<file path="config.mk">
export PLATFORM = sky130hd
export DESIGN_NAME = if_fetch_unit
export DESIGN_NICKNAME = d
export VERILOG_FILES = /design/src/rtl/if_fetch_unit.sv
export SDC_FILE = /design/constraint.sdc
export NUM_CORES = 1
export LEC_CHECK = 0
export ABC_AREA = 1
export CORE_MARGIN = 4
export CORE_UTILIZATION = 40
export CTS_CLUSTER_DIAMETER = 200
export DETAILED_ROUTE_END_ITERATION = 10
export DONT_BUFFER_PORTS = 1
export MAX_ROUTING_LAYER = met4
export PLACE_DENSITY = 0.53
export SYNTH_ARGS = -nofsm -noshare
export SYNTH_HDL_FRONTEND = slang
export SYNTH_SLANG_ARGS = --single-unit
</file>
<file path="constraint.sdc">
create_clock -name clk -period 2.6 [get_ports clk]
set_input_delay 0.52 -clock clk [delete_from_list [all_inputs] [get_ports clk]]
set_output_delay 0.52 -clock clk [all_outputs]
set_load 0.005 [all_outputs]
</file>
<file path="src/rtl/if_fetch_unit.sv">
// Instruction fetch stage: issues word-aligned reads to a one-cycle-latency
// instruction memory and presents the returned instruction with its PC.
module if_fetch_unit #(
  parameter logic [31:0] RESET_PC = 32'h0000_0000
) (
  input  logic        clk,
  input  logic        rstn,
  output logic [31:0] imem_addr,
  output logic        imem_en,
  input  logic [31:0] imem_rdata,
  output logic [31:0] if_pc,
  output logic [31:0] if_inst,
  output logic        if_valid,
  input  logic        if_id_stall,
  input  logic        redirect_valid,
  input  logic [31:0] redirect_pc,
  output logic [31:0] fetch_count
);

  typedef enum logic [1:0] {
    ST_BOOT = 2'd0,
    ST_RUN  = 2'd1,
    ST_HOLD = 2'd2
  } state_e;

  state_e      state_q, state_d;
  logic [31:0] fetch_pc_q, fetch_pc_d;
  logic [31:0] resp_pc_q, resp_pc_d;
  logic [31:0] hold_pc_q, hold_pc_d;
  logic [31:0] hold_inst_q, hold_inst_d;
  logic [31:0] count_q, count_d;
  logic [31:0] redirect_aligned;

  assign redirect_aligned = redirect_pc & 32'hFFFF_FFFC;
  assign fetch_count      = count_q;

  // State register and fetch bookkeeping
  always_ff @(posedge clk or negedge rstn) begin
    if (!rstn) begin
      state_q     <= ST_BOOT;
      fetch_pc_q  <= RESET_PC;
      resp_pc_q   <= 32'h0000_0000;
      hold_pc_q   <= 32'h0000_0000;
      hold_inst_q <= 32'h0000_0000;
      count_q     <= 32'h0000_0000;
    end else begin
      state_q     <= state_d;
      fetch_pc_q  <= fetch_pc_d;
      resp_pc_q   <= resp_pc_d;
      hold_pc_q   <= hold_pc_d;
      hold_inst_q <= hold_inst_d;
      count_q     <= count_d;
    end
  end

  // Next-state, memory request and presentation logic
  always_comb begin
    state_d     = state_q;
    fetch_pc_d  = fetch_pc_q;
    resp_pc_d   = resp_pc_q;
    hold_pc_d   = hold_pc_q;
    hold_inst_d = hold_inst_q;
    count_d     = count_q;
    imem_en     = 1'b0;
    if_valid    = 1'b0;
    if_pc       = 32'h0000_0000;
    if_inst     = 32'h0000_0000;

    if (redirect_valid) begin
      imem_addr = redirect_aligned;
    end else begin
      imem_addr = fetch_pc_q;
    end

    if (!rstn) begin
      state_d = ST_BOOT;
    end else if (redirect_valid) begin
      // Redirect wins over stall; any held entry is simply abandoned.
      imem_en = 1'b1;
      state_d = ST_RUN;
    end else begin
      case (state_q)
        ST_BOOT: begin
          imem_en = 1'b1;
          state_d = ST_RUN;
        end
        ST_RUN: begin
          if_valid = 1'b1;
          if_pc    = resp_pc_q;
          if_inst  = imem_rdata;
          imem_en  = !if_id_stall;
          if (if_id_stall) begin
            // Memory data is gone next cycle, so capture it now.
            hold_pc_d   = resp_pc_q;
            hold_inst_d = imem_rdata;
            state_d     = ST_HOLD;
          end else begin
            state_d = ST_RUN;
          end
        end
        ST_HOLD: begin
          if_valid = 1'b1;
          if_pc    = hold_pc_q;
          if_inst  = hold_inst_q;
          imem_en  = !if_id_stall;
          if (if_id_stall) begin
            state_d = ST_HOLD;
          end else begin
            state_d = ST_RUN;
          end
        end
        default: begin
          state_d = ST_BOOT;
        end
      endcase
    end

    if (imem_en) begin
      resp_pc_d  = imem_addr;
      fetch_pc_d = imem_addr + 32'd4;
    end else begin
      fetch_pc_d = fetch_pc_q;
    end

    if (if_valid && !if_id_stall) begin
      count_d = count_q + 32'd1;
    end else begin
      count_d = count_q;
    end
  end

endmodule

</file>
== After elaboration in Yosys (flattened, before gate mapping) ==
Index checks and enable logic that the tools add are counted.
Storage, ports and cells
  register bits: 162
  output and inout bits: 130
  logic and storage cells: 33
Cells by class
  add/subtract/negate cells: 2
  eq/ne operators: 2
  muxes and demuxes: 17
  bitwise logic cells: 1
  reduce and logical (&&, ||, !) cells: 5
Operators with widths (number)
  $mux 32: 5
  $pmux 32 s2: 2
  $add 32x1->32 const B: 1
  $add 32x3->32 const B: 1
  $mux 2: 3
  $mux 1: 5
  $pmux 2 s2: 1
  $reduce_and 4->1: 1
  $eq 2x1->1 const B: 1
  $eq 2x2->1 const B: 1
  $logic_not 2->1: 1
  $pmux 1 s2: 1
  $reduce_or 2->1: 1
  $logic_and 1x1->1: 1
  $logic_not 1->1: 1
  $not 1->1: 1

== Logic depth before layout (Yosys ltp) ==
Gate-level depths: netlist (run 1).
  depth after elaboration: 6
  mapped depth: 13
  gate-level depth less buffers: 12

== Worst setup path after synthesis (run 1) ==
No wires, ideal clock.
  kind: input -> register
  start point: input redirect_valid
  end point: register fetch_pc_q[24]
  setup time: 0.124 ns
  arrival time: 1.848 ns
  data required time: 2.476 ns
  slack: 0.628 ns
  cell stages on the path: 13
  buffers on the path: 2
  cells stage by stage: buf_6 -> buf_6 -> nand2_1 -> o21ai_1 -> inv_1 -> ha_1 -> nand2_2 -> nor2_8 -> nand2_1 -> nor2_2 -> nand2_1 -> nand2_1 -> nand3_1
Between the ends
  word-level cells in the longest chain between the ends: 2
RTL lines
  from (decl): RTL line 15  | input logic redirect_valid,
  $mux 32: RTL line 69  | if (redirect_valid) begin
  named net imem_addr[2]: RTL line 8  | output logic [31:0] imem_addr,
  $add 32x3->32: RTL line 120  | fetch_pc_d = imem_addr + 32'd4;
  to (signal assigned): RTL line 48  | fetch_pc_q <= fetch_pc_d;
  to (decl): RTL line 27  | logic [31:0] fetch_pc_q, fetch_pc_d;
The timed path passes the listed nets, and every way through them passes these cells.
A chain may end at the register's enable or synchronous reset.

== Worst setup path in the final report (run 1) ==
  start point: register state_q[0]
  end point: output if_pc[19]
Between the ends
  word-level cells in the longest chain between the ends: 4
RTL lines
  from (decl): RTL line 26  | state_e state_q, state_d;
  from (signal assigned): RTL line 47  | state_q <= state_d;
  $eq 2x2->1 / $eq 2x1->1 (equally long branches): RTL line 82  | case (state_q)
  $pmux 32 s2 (*): RTL line 82
  $mux 32 (*): RTL line 77  | end else if (redirect_valid) begin
  $mux 32 (*): RTL line 75  | if (!rstn) begin
  to (decl): RTL line 11  | output logic [31:0] if_pc,
Every way passes the cells marked *; elsewhere a longest branch is shown, timed or not.

==> key figures, run 1 <==
Yosys
  – Post-synth cell types: 36
  – Yosys top cell by area: dfrtp_1
  – Post-synthesis sequential area ratio: 44.6%
  – Synth area leaders: dfrtp_1 45%, nand2_1 18%, a21oi_1 5.1%
  – Mapped Nets: 1263
  – Mean Syn Cell Area: 7.54 µm²
  – #FFs+latches synth: 160
  – Ys Warns: 0
  – Cell Area, Synth: 0.00897 mm²
  – Post-synthesis cell count: 1189
  – Share of the synthesized area in the top cell type: 44.6%

Clock tree
  – Total clock sinks: 160
  – Setup bufs post-CTS: 0
  – Clock Pin Slew Worst Setup and Hold Paths: 60 ps
  – CTS Buf Count: 17
  – TritonCTS clock tree: built
  – CTS root buf: clkbuf_16
  – CTS Buffer Depth: 2
  – Htree depth: 4
  – Worst-Skew Late Latency: 420 ps

Die
  – Height of the die: 158 µm
  – I/O pin count: 198
  – Die ar.: 0.0249 mm²
  – Initial Utilization: 40.8%
  – Core area: 0.0220 mm²
  – FP Rows: 54
  – Die Span X: 158 µm

Run status
  – Status: finished with violations
  – Failing checks: hold timing

Worst setup path
  – Reg2reg end: fetch_count[18]
  – Crit Path Max Fanout: 39
  – CP Capture Type: primary output
  – WS Path Type: flip-flop to primary output
  – R2R Path Start: state_q[0]
  – Required time worst endpoint: 2080 ps
  – Reg-to-reg setup timing slack: 450 ps
  – Critical-path cell list: inv_1, ha_1, nand2_2, buf_12, a21oi_1
  – R2R depth: 10
  – Crit start category: flip-flop
  – Crit path buf inv count: 2
  – CP max stage delay: 400 ps
  – Crit-path leading delay family: flip-flops
  – Critical Path AT: 1970 ps
  – Slowest cell on the critical path: dfrtp_1

Detailed routing
  – Highest metal used: met4
  – Vias/cell: 4.98
  – # DRC: 0
  – Initial DRC count: 445
  – Wl on met1: 11.1 mm
  – Met2 WL post-DR: 10.5 mm
  – Met3 Wirelength: 1.77 mm
  – WL final: 23.6 mm
  – Final ANT Viol Nets: 0
  – Routed WL per cell: 16.1 µm
  – TritonRoute pass-1 iters: 6
  – Via count: 7290

Global route
  – Number of global-route vias before repair: 6979
  – Total GRT Usage: 19.7%
  – Largest net degree at the start of global routing: 163
  – Initial antenna violation count: 0
  – First-pass GRT wire length: 38.0 mm
  – Overflow after GRT: 0

Timing
  – Final WS setup: 108 ps
  – WHS: -206 ps
  – Slew @ Worst Pin: 528 ps
  – Clk_skew: 10.0 ps
  – Crit share post-route: 95.8%
  – Fin. max-slew vios: 0
  – Slew margin rel.: 64.5%
  – Fin. Hold Viols: 160
  – Min Clock Period, post-route: 2490 ps
  – RSZ-0062 raised after global routing: false
  – Setup tns final: 0 ps
  – Setup violators final: 0
  – Max Fclk: 401 MHz

Pwr
  – Worst VDD drop: 0.394 mV
  – P per Cell Area: 714 mW/mm²
  – Leak: 0.00450 µW
  – Power Total: 7020 µW

Layout
  – Area Overhead vs Synth: 9.60%
  – Ant. Diodes: 0
  – Fillers: 2215
  – Layout cell share with drive strength beyond 1: 13.2%
  – Final #Nets: 1246

Hold path
  – Worst hold path type: primary input to async pin

Placed design
  – Dpl ws: 422 ps
  – Final Wtd Congestion: 0.883
  – PortBufs: 0
  – Hpwl dp: 16.5 mm

Run
  – Max Cap Viol: 0
worst register-to-register path, delay by kind of cell (launching register included):
family | cells | cell delay [ps]
and+or+nand+nor | 5 | 1010
DFF | 1 | 400
adders and majority gates | 1 | 310
buffers and inverters | 3 | 180
xor gates and xnor gates | 1 | 180
flip-flops by register name (all words and copies together) (netlist names):
name,count
state_q,2
resp_pc_q,30
fetch_pc_q,32
hold_pc_q,32
hold_inst_q,32
fetch_count,32
cells in the final DEF (no fill, tap or decap), drive strengths merged, types with 3 or more instances in the layout:
cell type    n
ha           6
o21ai       53
nand2      477
clkinv       4
nand3b       4
a21oi       92
mux2        33
buf         16
clkbuf      21
nor3        15
nand3       62
xor2        15
nor2       104
nand4        7
xnor2        5
inv         95
clkinvlp     4
o211ai       4
dfrtp      160
o21bai       3
repair_timing:
| item | 4_1_cts | 5_1_grt |
|---|---|---|
| setup endpoints to repair | 0 | 2 |
| hold endpoints to repair | 160 | 160 |
| gates resized for setup | 0 | 2 |
synthesized netlist by cell type, drive strengths merged:
cell type,count
a21oi,92
and2,1
buf,24
clkbuf,28
dfrtp,160
ha,6
inv,93
mux2,33
nand2,477
nand3,62
nand3b,4
nand4,7
nor2,104
nor3,15
nor4,1
o211ai,4
o21a,1
o21ai,53
o21bai,3
or2,1
xnor2,5
xor2,15
metal layers:
metal	track usage [%]	vias to the layer above
li1	-	3737
met1	27.2	3331
met2	29.3	206
met3	4.67	16
met4	4.67	0
met5	-	-
through the flow:
stage	util, %	cells	hold slack (ps)	area (µm²)
after CTS	44.7	1465	-230	9820
after floorplan	-	1189	224	8970
after global routing	44.8	1465	-233	9830
after detailed placement	42.1	1433	229	9250
after global placement	42.1	1433	229	9250
final	44.8	1465	-206	9830
area by class of cell:
class / count / area, µm² / area share, %
timing repair buffer: 16 / 186 / 1.90
sequential: 160 / 4000 / 40.7
clock inverter: 11 / 105 / 1.07
tap: 280 / 350 / 3.56
clock buffer: 21 / 470 / 4.79
multi-input combinational: 884 / 4360 / 44.4
inverter: 93 / 352 / 3.58
cells by family after synthesis:
logic type / synth area share [%]
and+or+nand+nor: 32.7
DFF: 44.6
AOI/OAI and AO/OA: 8.76
buffers and inverters: 6.99
muxes: 4.14
xor gates and xnor gates: 1.95
adders and majority gates: 0.837
power by group:
part / internal, µW / leakage, µW / switching, µW
combinational: 480 / 0.00222 / 758
sequential: 3030 / 0.00200 / 297
clock: 1400 / 0.000272 / 1050
worst max-delay path by stage:
stage	from	to	slack [ps]	cells after the start
floorplan	redirect_valid	fetch_pc_q[24]	630	13
global placement	state_q[0]	fetch_count[18]	460	10
detailed placement	state_q[0]	fetch_count[18]	420	10
CTS	state_q[0]	if_pc[31]	30	5
global route	state_q[0]	if_pc[19]	4	5
finish	state_q[0]	if_pc[19]	110	5
Note: power is estimated with default switching activity, not from simulation.
==> run 2: changes to the inputs <==
--- a/config.mk
+++ b/config.mk
@@ -7,12 +7,12 @@
 export LEC_CHECK = 0
 export ABC_AREA = 1
 export CORE_MARGIN = 4
-export CORE_UTILIZATION = 40
+export CORE_UTILIZATION = 69
 export CTS_CLUSTER_DIAMETER = 200
 export DETAILED_ROUTE_END_ITERATION = 10
 export DONT_BUFFER_PORTS = 1
 export MAX_ROUTING_LAYER = met4
-export PLACE_DENSITY = 0.53
+export PLACE_DENSITY = 0.84
 export SYNTH_ARGS = -nofsm -noshare
 export SYNTH_HDL_FRONTEND = slang
 export SYNTH_SLANG_ARGS = --single-unit
==> key figures, run 2 (synthesis results as in run 1) <==
Layout
  – Most common cell after layout, fill and taps aside: nand2_1
  – Ant. Diodes: 0
  – Fin area: 0.00977 mm²
  – Layout cell share with drive strength beyond 1: 13.4%
  – Most frequent cells in the layout: 437 x nand2_1, 160 x dfrtp_1, 89 x a21oi_1
  – Final #Nets: 1245
  – Area Overhead vs Synth: 8.97%

Worst setup path
  – Launch point of the worst path: state_q[1]
  – Critical Path AT: 1990 ps
  – R2R Path Start: state_q[0]
  – Crit Path Max Fanout: 16
  – CP Capture Type: primary output
  – Crit start category: flip-flop
  – Reg-to-reg setup timing slack: 420 ps
  – Required time worst endpoint: 2080 ps
  – WS Path Type: flip-flop to primary output
  – Reg2reg end: fetch_count[22]
  – R2R depth: 11

Run
  – Max Cap Viol: 0

Timing
  – Setup tns final: 0 ps
  – WHS: -211 ps
  – Min Clock Period, post-route: 2510 ps
  – Fin. Hold Viols: 160
  – Fin. max-slew vios: 0
  – Slew margin rel.: 65.2%
  – Max Fclk: 398 MHz
  – Slew @ Worst Pin: 518 ps
  – Clk_skew: 6.18 ps
  – Setup violators final: 0
  – RSZ-0062 raised after global routing: false
  – Crit share post-route: 96.6%

Clock tree
  – Htree depth: 4
  – Setup bufs post-CTS: 0
  – Total clock sinks: 160
  – CTS Buf Count: 17
  – CTS Buffer Depth: 2
  – Clock Pin Slew Worst Setup and Hold Paths: 60 ps
  – Worst-Skew Late Latency: 420 ps
  – TritonCTS clock tree: built
  – CTS root buf: clkbuf_16

Global route
  – Total GRT Usage: 31.1%
  – Overflow after GRT: 0
  – Number of global-route vias before repair: 7208
  – First-pass GRT wire length: 35.6 mm
  – Largest net degree at the start of global routing: 163
  – Initial antenna violation count: 0

Detailed routing
  – Vias/cell: 5.63
  – Via count: 7624
  – Final ANT Viol Nets: 0
  – WL final: 21.7 mm
  – Routed WL per cell: 16.0 µm
  – Initial DRC count: 781
  – TritonRoute pass-1 iters: 5
  – # DRC: 0

Pwr
  – P per Cell Area: 747 mW/mm²
  – Leak: 0.00453 µW
  – Worst VDD drop: 0.469 mV

Die
  – FP Rows: 41
  – Core area: 0.0127 mm²
  – I/O pin count: 198
  – Height of the die: 122 µm
  – Die Span X: 122 µm
  – Initial Utilization: 70.8%
  – Die ar.: 0.0149 mm²

Hold path
  – Worst hold path type: primary input to async pin

Placed design
  – PortBufs: 0
  – Area after DPL: 0.00908 mm²
  – Final Wtd Congestion: 0.943
  – Hpwl dp: 15.1 mm

Run status
  – Status: finished with violations
  – Failing checks: hold timing
-- run 2: stage by stage --
stage / setup WS, ps / utilization [%] / total power [µW] / instances / hold slack, ps
global route: 25.2 / 77.1 / 7710 / 1355 / -229
detailed placement: 482 / 71.6 / 4590 / 1324 / 229
floorplan: 628 / - / 4290 / 1189 / 224
global placement: 500 / 71.6 / 4510 / 1324 / 228
finish: 88.6 / 77.1 / 7300 / 1355 / -211
CTS: 48.6 / 76.6 / 7310 / 1355 / -220
-- run 2: what timing repair did --
action,in CTS,in global routing
hold endpoints to repair,160,160
resized for setup,0,11
setup endpoints to repair,0,38
-- run 2: layout make-up --
cell class,count,area (µm²)
well taps,172,215
clock buffers,19,443
repair buffers,15,163
multi-input cells,884,4410
clock inverters,12,190
fillers,940,2900
flip-flops and latches,160,4000
inverters,93,352
-- run 2: power by group --
part / internal (µW) / switching, µW / total [µW]
registers: 3030 / 342 / 3370
clock network: 1710 / 983 / 2700
logic: 476 / 757 / 1230
-- run 2: per-layer routing --
metal	share of wire, %	vias to the layer above	GRT usage (%)
met4	2.8	0	10.5
met5	0	-	-
met2	48	301	49.3
li1	-	3742	-
met3	8.3	53	7.24
met1	41	3528	39.7
-- run 2: worst max path at each step --
stage / slack, ps / cells past startpoint / to
2_1_floorplan: 630 / 13 / fetch_pc_q[24]
3_3_place_gp: 500 / 5 / if_inst[10]
3_5_place_dp: 480 / 5 / if_inst[10]
4_1_cts: 50 / 5 / if_inst[10]
5_1_grt: 30 / 5 / if_inst[6]
6_report: 90 / 5 / if_pc[15]
-- run 2: critical path, stage by stage, from the launching register on --
cell	delay, ps
dfrtp_1	430
inv_1	180
ha_4	300
buf_4	260
nand2_1	80
a21oi_1	320
==> run 3: changes to the inputs <==
--- a/config.mk
+++ b/config.mk
@@ -13,6 +13,7 @@
 export DONT_BUFFER_PORTS = 1
 export MAX_ROUTING_LAYER = met4
 export PLACE_DENSITY = 0.84
+export REMOVE_ABC_BUFFERS = 1
 export SYNTH_ARGS = -nofsm -noshare
 export SYNTH_HDL_FRONTEND = slang
 export SYNTH_SLANG_ARGS = --single-unit
==> key figures, run 3 (synthesis results as in run 1) <==
Detailed routing
  – TritonRoute pass-1 iters: 6
  – Via count: 7696
  – Initial DRC count: 773
  – Final ANT Viol Nets: 0
  – # DRC: 0
  – WL final: 21.9 mm
  – Routed WL per cell: 16.2 µm
  – Vias/cell: 5.69

Timing
  – Fin. max-slew vios: 0
  – Max Fclk: 403 MHz
  – Setup violators final: 0
  – Fin. Hold Viols: 160
  – Slew @ Worst Pin: 512 ps
  – WHS: -207 ps
  – Slew margin rel.: 65.6%
  – Clk_skew: 8.72 ps
  – Min Clock Period, post-route: 2480 ps
  – Crit share post-route: 95.3%
  – RSZ-0062 raised after global routing: false

Layout
  – Fillers: 967
  – Final #Nets: 1241
  – Ant. Diodes: 0
  – Most frequent cells in the layout: 437 x nand2_1, 160 x dfrtp_1, 92 x a21oi_1
  – Most common cell after layout, fill and taps aside: nand2_1
  – Area occupied by multi-input gates: 0.00436 mm²
  – Layout cell share with drive strength beyond 1: 12.8%
  – Area Overhead vs Synth: 8.09%
  – Sequential cell area: 0.00400 mm²
  – Post-layout util: 76.5%

Worst setup path
  – Critical-path cell list: inv_1, ha_2, buf_12, nand2_1, a21oi_1
  – Critical Path AT: 1960 ps
  – R2R Path Start: state_q[0]
  – WS Path Type: flip-flop to primary output
  – R2R depth: 10
  – Crit Path Max Fanout: 29
  – Launch point of the worst path: state_q[0]
  – Reg2reg end: fetch_count[18]
  – Slowest cell on the critical path: ha_2
  – Reg-to-reg setup timing slack: 490 ps
  – Crit start category: flip-flop
  – Required time worst endpoint: 2080 ps
  – CP max stage delay: 480 ps
  – CP Capture Type: primary output

Die
  – I/O pin count: 198
  – FP Rows: 41
  – Core area: 0.0127 mm²
  – Die Span X: 122 µm
  – Initial Utilization: 70.8%
  – Height of the die: 122 µm
  – Die ar.: 0.0149 mm²

Pwr
  – Sw Share: 29.1%
  – NetSw: 2090 µW
  – Combinational power share: 16.7%
  – P per Cell Area: 741 mW/mm²
  – Reg power frac: 46.8%
  – Clock power share: 36.5%
  – Worst VDD drop: 0.717 mV
  – Pint: 5090 µW
  – Power Total: 7180 µW
  – Leak: 0.00449 µW

Global route
  – First-pass GRT wire length: 35.4 mm
  – Total GRT Usage: 30.8%
  – Initial antenna violation count: 0
  – Largest net degree at the start of global routing: 163
  – Overflow after GRT: 0
  – Number of global-route vias before repair: 7203

Clock tree
  – CTS Buf Count: 17
  – Clock Pin Slew Worst Setup and Hold Paths: 60 ps
  – CTS-repair resized insts: 0
  – Setup bufs post-CTS: 0
  – CTS root buf: clkbuf_16
  – TritonCTS clock tree: built
  – Worst-Skew Late Latency: 420 ps
  – Total clock sinks: 160
  – CTS Buffer Depth: 2
  – Htree depth: 4

Hold path
  – Worst hold path type: primary input to async pin

Run status
  – Status: finished with violations
  – Failing checks: hold timing

Placed design
  – PortBufs: 0
  – Final Wtd Congestion: 0.905
  – Hpwl dp: 14.6 mm

Run
  – Max Cap Viol: 0
run 3: cell types whose count changed in the layout (fill, tap and decap cells not counted), moves of 2 or more:
| cell | change |
|---|---|
| ha_2 | +2 |
| clkinv_4 | +3 |
| a21oi_2 | -3 |
| ha_4 | -3 |
| clkinv_2 | -2 |
| a21oi_1 | +3 |
| buf_4 | -5 |
| clkinvlp_4 | +2 |
run 3: final cells by class:
type	count	area share, %
multi-input cells	884	44.9
flip-flops and latches	160	41.3
clock buffers	18	4.43
inverters	93	3.63
well taps	172	2.22
clock inverters	14	1.97
repair buffers	11	1.50
run 3: how the worst max path moves through the flow:
stage / slack, ps / endpoint / cells past startpoint
4_1_cts: 100 / if_pc[12] / 5
3_3_place_gp: 540 / fetch_pc_q[30] / 11
5_1_grt: 7 / if_pc[13] / 5
6_report: 120 / if_pc[12] / 5
2_1_floorplan: -1970 / hold_inst_q[0] / 4
3_5_place_dp: 500 / fetch_pc_q[20] / 9
run 3: power groups by stage:
stage	combinational (µW)	clock [µW]	sequential, µW
after floorplan	938	0	3310
final	1200	2620	3360
after detailed placement	1190	0	3390
after CTS	1210	2640	3360
after global placement	1150	0	3360
after global routing	1380	2740	3430
run 3: metrics by stage:
| stage | hold WS, ps | cell area, µm² | worst slack (ps) | std cells | TNS [ps] |
|---|---|---|---|---|---|
| after floorplan | 224 | 8690 | -1970 | 1137 | -119310 |
| after global placement | 228 | 9070 | 541 | 1320 | 0 |
| after detailed placement | 229 | 9070 | 501 | 1320 | 0 |
| after CTS | -217 | 9690 | 100 | 1352 | 0 |
| after global routing | -225 | 9690 | 6.61 | 1352 | 0 |
| final | -207 | 9690 | 121 | 1352 | 0 |
run 3: worst max-delay path: cells and delay by family, from the launching register on:
kind            cells  cell delay, ps
buf+inv             2             330
flops               1             400
compound gates      1             250
fa+ha+maj           1             480
simple gates        1              80
run 3: metal layers:
metal	part of all wire (%)	track usage [%]	wire length [µm]	vias to the layer above
li1	-	-	-	3724
met1	40	37.8	8770	3626
met2	49	49.6	10800	306
met3	8.8	9.19	1940	40
met4	2.0	9.45	428	0
met5	0	-	0	-
